--- src/rtl/fir_output_quantizer.sv ---
// FIR output quantizer: round, narrow, and buffer samples in a show-ahead FIFO.
// Define FIR_QUANT_SAT_EN to saturate out-of-range samples; otherwise they wrap.
module fir_output_quantizer #(
  parameter int IN_WIDTH  = 38,
  parameter int OUT_WIDTH = 16,
  parameter int SHIFT     = 15,
  parameter int DEPTH     = 4
) (
  input  logic                 clk,
  input  logic                 rst,
  input  logic [IN_WIDTH-1:0]  FIR_output,
  input  logic                 output_valid,
  output logic                 in_ready,
  output logic [OUT_WIDTH-1:0] q_data,
  output logic                 q_valid,
  input  logic                 q_ready,
  output logic [15:0]          sat_count,
  output logic                 overrun,
  input  logic                 clr_stats
);

  localparam int AW = $clog2(DEPTH);
  localparam logic [AW:0] FULL = (AW+1)'(DEPTH);
  localparam logic signed [IN_WIDTH:0] RND =
    (IN_WIDTH+1)'(1) << (SHIFT-1);

  logic [OUT_WIDTH-1:0] mem_q [DEPTH];
  logic [AW-1:0] wr_q, wr_d, rd_q, rd_d;
  logic [AW:0]   cnt_q, cnt_d;
  logic [OUT_WIDTH-1:0] q_data_q, q_data_d;
  logic          q_valid_q;
  logic          ovr_q, ovr_d;
  logic          push, pop;

  logic signed [IN_WIDTH:0] ext, sum, rnd;
  logic [OUT_WIDTH-1:0]     qval;

  assign ext = {FIR_output[IN_WIDTH-1], FIR_output};
  assign sum = ext + RND;
  assign rnd = sum >>> SHIFT;

`ifdef FIR_QUANT_SAT_EN
  localparam logic signed [IN_WIDTH:0] MAXV =
    {{(IN_WIDTH-OUT_WIDTH+2){1'b0}}, {(OUT_WIDTH-1){1'b1}}};
  localparam logic signed [IN_WIDTH:0] MINV =
    {{(IN_WIDTH-OUT_WIDTH+2){1'b1}}, {(OUT_WIDTH-1){1'b0}}};

  logic sat;
  logic [15:0] sat_q, sat_d;

  assign sat  = (rnd > MAXV) || (rnd < MINV);
  assign qval = !sat ? rnd[OUT_WIDTH-1:0] :
                rnd[IN_WIDTH] ? {1'b1, {(OUT_WIDTH-1){1'b0}}} :
                                {1'b0, {(OUT_WIDTH-1){1'b1}}};

  // Saturation counter: clear wins, then count up to all-ones
  always_comb begin
    sat_d = sat_q;
    if (clr_stats)
      sat_d = '0;
    else if (push && sat && sat_q != 16'hFFFF)
      sat_d = sat_q + 16'd1;
  end

  // Saturation counter register
  always_ff @(posedge clk or posedge rst) begin
    if (rst) sat_q <= '0;
    else     sat_q <= sat_d;
  end

  assign sat_count = sat_q;
`else
  assign qval      = rnd[OUT_WIDTH-1:0];
  assign sat_count = '0;
`endif

  assign in_ready = (cnt_q != FULL);
  assign push     = output_valid && in_ready;
  assign pop      = q_valid_q && q_ready;
  assign q_valid  = q_valid_q;
  assign q_data   = q_data_q;
  assign overrun  = ovr_q;

  // Next pointers, occupancy, head word and sticky overrun
  always_comb begin
    wr_d  = wr_q + AW'(push);
    rd_d  = rd_q + AW'(pop);
    cnt_d = cnt_q + (AW+1)'(push) - (AW+1)'(pop);
    q_data_d = q_data_q;
    if (cnt_d != '0)
      q_data_d = (push && rd_d == wr_q) ? qval : mem_q[rd_d];
    ovr_d = ovr_q;
    if (clr_stats)
      ovr_d = 1'b0;
    else if (output_valid && !in_ready)
      ovr_d = 1'b1;
  end

  // FIFO storage; contents are don't-care until written
  always_ff @(posedge clk) begin
    if (push) mem_q[wr_q] <= qval;
  end

  // FIFO control and registered outputs
  always_ff @(posedge clk or posedge rst) begin
    if (rst) begin
      wr_q      <= '0;
      rd_q      <= '0;
      cnt_q     <= '0;
      q_data_q  <= '0;
      q_valid_q <= 1'b0;
      ovr_q     <= 1'b0;
    end else begin
      wr_q      <= wr_d;
      rd_q      <= rd_d;
      cnt_q     <= cnt_d;
      q_data_q  <= q_data_d;
      q_valid_q <= (cnt_d != '0);
      ovr_q     <= ovr_d;
    end
  end

endmodule

--- config.mk ---
export PLATFORM = sky130hd
export DESIGN_NAME = fir_output_quantizer
export DESIGN_NICKNAME = d
export VERILOG_FILES = /design/src/rtl/fir_output_quantizer.sv
export SDC_FILE = /design/constraint.sdc
export NUM_CORES = 1
export LEC_CHECK = 0
export ABC_AREA = 1
export CAP_MARGIN = 10
export CORE_MARGIN = 3
export CORE_UTILIZATION = 48
export DETAILED_ROUTE_END_ITERATION = 10
export PLACE_DENSITY_LB_ADDON = 0.15
export SLEW_MARGIN = 20
export SYNTH_ARGS = -nofsm -noshare
export SYNTH_HDL_FRONTEND = slang
export SYNTH_SLANG_ARGS = --single-unit
--- constraint.sdc ---
create_clock -name clk -period 2.2 [get_ports clk]
set_clock_uncertainty 0.1 [all_clocks]
set_input_delay 0.44 -clock clk [delete_from_list [all_inputs] [get_ports clk]]
set_output_delay 0.44 -clock clk [all_outputs]
set_load 0.1 [all_outputs]
==> results.md <==
- Worst-Margin Slew: 0.567 ns
- Post-DP HPWL: around 6.7 mm
- Top Layer Used: met4
- PD cells: 1640 nW/um^2
- Clk buf depth: 2
- Avg Cell Area, Syn: 9.30 sq um
- CTS Buf Count: 9
- Required time of the critical path: between 2 and 2.5 ns
- Max H-tree Level: 3
- Worst slack, placed: -0.613 ns
- Met1 WL: around 4.6 mm
- Die H: 101 microns
- Routed vias: 3385
- Skew-Pair Late Insertion Delay: 0.36 ns
- Crit. End Element: flop
- Max incr delay on CP: 0.46 ns
- Share of layout cells above drive strength 1: 0.177
- Port Buf Inserts: 40
- Maximum capacitance violations: 0
- Area growth, synth to finish: 23.0%
- Tot Pwr: 8.81 mW
- Tmin final: 2.39 ns
- Hold slack: roughly 0.33 ns
- First-pass GRT wire length: 16.3 mm
- CTS tree: yes
- Ports: 78
- Antenna cells: 0
- Leak: 2.33 nW
- Fin util: 0.612
- DRT Pass-1 Iters: 4
- Crit-path cells: nor2_4 > nand2_4 > nand2_4 > ha_4 > inv_4 > ha_4 > fa_1 > nor2_1 > inv_1 > nor2_4 > buf_12 > a21oi_1 > nand2_1 > nand2_1
- Top cells by area, synth: edfxtp_1 (44%), dfrtp_1 (14%), nand2_1 (11%)
- RSZ-0062 raised after global routing: true
- Antenna-violating nets left: 0
- Hold buffer count at CTS: 0
- Fmax: 418 MHz
- CP max FO: 8
- Initial antenna violation count: 0
- Vias in the first global route: 3228
- WP data arrival: between 2 and 3 ns
- Routed length on met2: just under 5 mm
- Mapped Area: 4360 sq um
- Register area share after synthesis: 0.584
- Final max-slew violation count: 0
- CP startpoint kind: flop
- Routed Wire Length: approximately 10 mm
- Period utilisation layout: 1.09
- Aggregate global-route resource usage: 0.209
- R2R cell count: 14
- Warnings, synthesis: 0
- Worst r2r src: cnt_q[1]$_DFF_PP0_
- Final setup violating endpoints: 17
- Failing checks: setup timing
- Initial core utilization: 0.498
- WL per Instance: 15.8 microns
- # DRC: 0
- Met3 WL post-DR: slightly below 600 microns
- RD Place Congestion: 0.878
- Vias/cell: 5.17
- CP max-delay cell: fa_1
- Commonest non-fill, non-tap cells in the layout: nand2_1 (125), nor2_1 (78), edfxtp_1 (64)
- Core region area: roughly 9000 sq um
- Die area: 10300 sq um
- DR iter-0 viols: 200
- Remaining global-route overflow: 0
- Clock transition at path regs: 0.08 ns
- Syn Inst Count: 469
- Most common cell after layout, fill and taps aside: nand2_1
- Area share of the largest cell type after synthesis: 0.441
- Critical path class: flop to flop
- Worst hold path class: input pin to asynchronous set/reset pin
- Rows: 34
- Slack of the critical path: -0.193 ns
- Relative slew slack: 0.622
- Clock root buffer master: clkbuf_8
- Hold violation count in the final report: 0
- Clk sinks: 89
- Largest net degree at the start of global routing: 33
- Run status: finished with violations
- Die Width: ~100 microns
- Yosys reg bits: 89
- NumNets Final: 591
- Post-synthesis cell type count: 28
- Fin Setup TNS: -2.91 ns
- Largest area contributor in the netlist: edfxtp_1
- Maximum VDD drop: 1.16 mV
- CP startpoint: cnt_q[1]$_DFF_PP0_
flip-flops by register name, summed over array words and instances (netlist names):
register  count
mem_q        64
q_data       16
cnt_q         3
rd_q          2
wr_q          2
overrun       1
q_valid       1
kinds of logic (layout without fill, tap and decap cells):
group | Yosys count | in the layout | share of synthesized area
AOI/OAI and AO/OA | 45 | 45 | 0.0534
xor gates and xnor gates | 6 | 6 | 0.0121
adders and majority gates | 6 | 6 | 0.0189
buffers and inverters | 68 | 131 | 0.0855
DFF | 89 | 89 | 0.584
other | 1 | 16 | 0.000860
and+or+nand+nor | 254 | 254 | 0.245
cell type report:
| cell class | instances | area (sq um) |
|---|---|---|
| Clock inverter | 5 | 57.6 |
| Timing Repair Buffer | 76 | 772 |
| Multi-Input combinational cell | 327 | 1560 |
| Inverter | 39 | 154 |
| Sequential cell | 89 | 2550 |
| Fill cell | 754 | 3400 |
| Clock buffer | 11 | 131 |
| Tap cell | 108 | 135 |
synthesized netlist by cell type (all sizes together):
cell type	number
nand2	132
clkbuf	1
o21ai	36
nor2	82
dfrtp	25
fa	1
inv	39
nand3	27
ha	5
conb	1
nor3	4
buf	28
nand4	4
a21oi	9
xor2	4
xnor2	2
edfxtp	64
nand3b	5
final timing paths:
path / endpoint / slack, ns
min: overrun$_DFFE_PP0P_ / 0.33
min in group clk: q_data[14]$_DFFE_PP0P_ / 0.39
max in group asynchronous: q_data[6]$_DFFE_PP0P_ / 1.12
max: q_data[10]$_DFFE_PP0P_ / -0.19
max reg2reg: q_data[10]$_DFFE_PP0P_ / -0.19
min reg2reg: q_data[14]$_DFFE_PP0P_ / 0.39
stage by stage:
| stage | area [sq um] | std cells |
|---|---|---|
| CTS | 5370 | 655 |
| detailed placement | 5090 | 633 |
| finish | 5360 | 655 |
| floorplan | 4440 | 484 |
| global route | 5360 | 655 |
| global placement | 5090 | 633 |
worst max-delay path, delay by kind of cell, from the launching register on:
family          cells  cell delay (ns)
simple gates        7             0.59
fa+ha+maj           3             0.87
buf+inv             3             0.26
compound gates      1             0.04
flops               1             0.41
report_power, final:
group | switching (mW) | total, mW | internal (mW) | leakage (nW)
clock network | 0.569 | 1.09 | 0.524 | 0.0872
logic | 3.50 | 5.16 | 1.66 | 1.37
registers | 0.230 | 2.56 | 2.33 | 0.870
total | 4.30 | 8.81 | 4.51 | 2.33
routing by layer:
metal / global-route usage / up-vias
met5: 0 / -
met4: 0.0808 / 0
met3: 0.0303 / 15
met2: 0.335 / 97
met1: 0.290 / 1637
li1: - / 1636
timing repair:
| action | 4_1_cts | 5_1_grt |
|---|---|---|
| endpoints found under the setup margin | 17 | 17 |
| setup buffers | 5 | 1 |
| gates cloned | 1 | 0 |
| resized for setup | 8 | 3 |
| pin swaps | 2 | 2 |
Note: power is estimated with default switching activity, not from simulation.
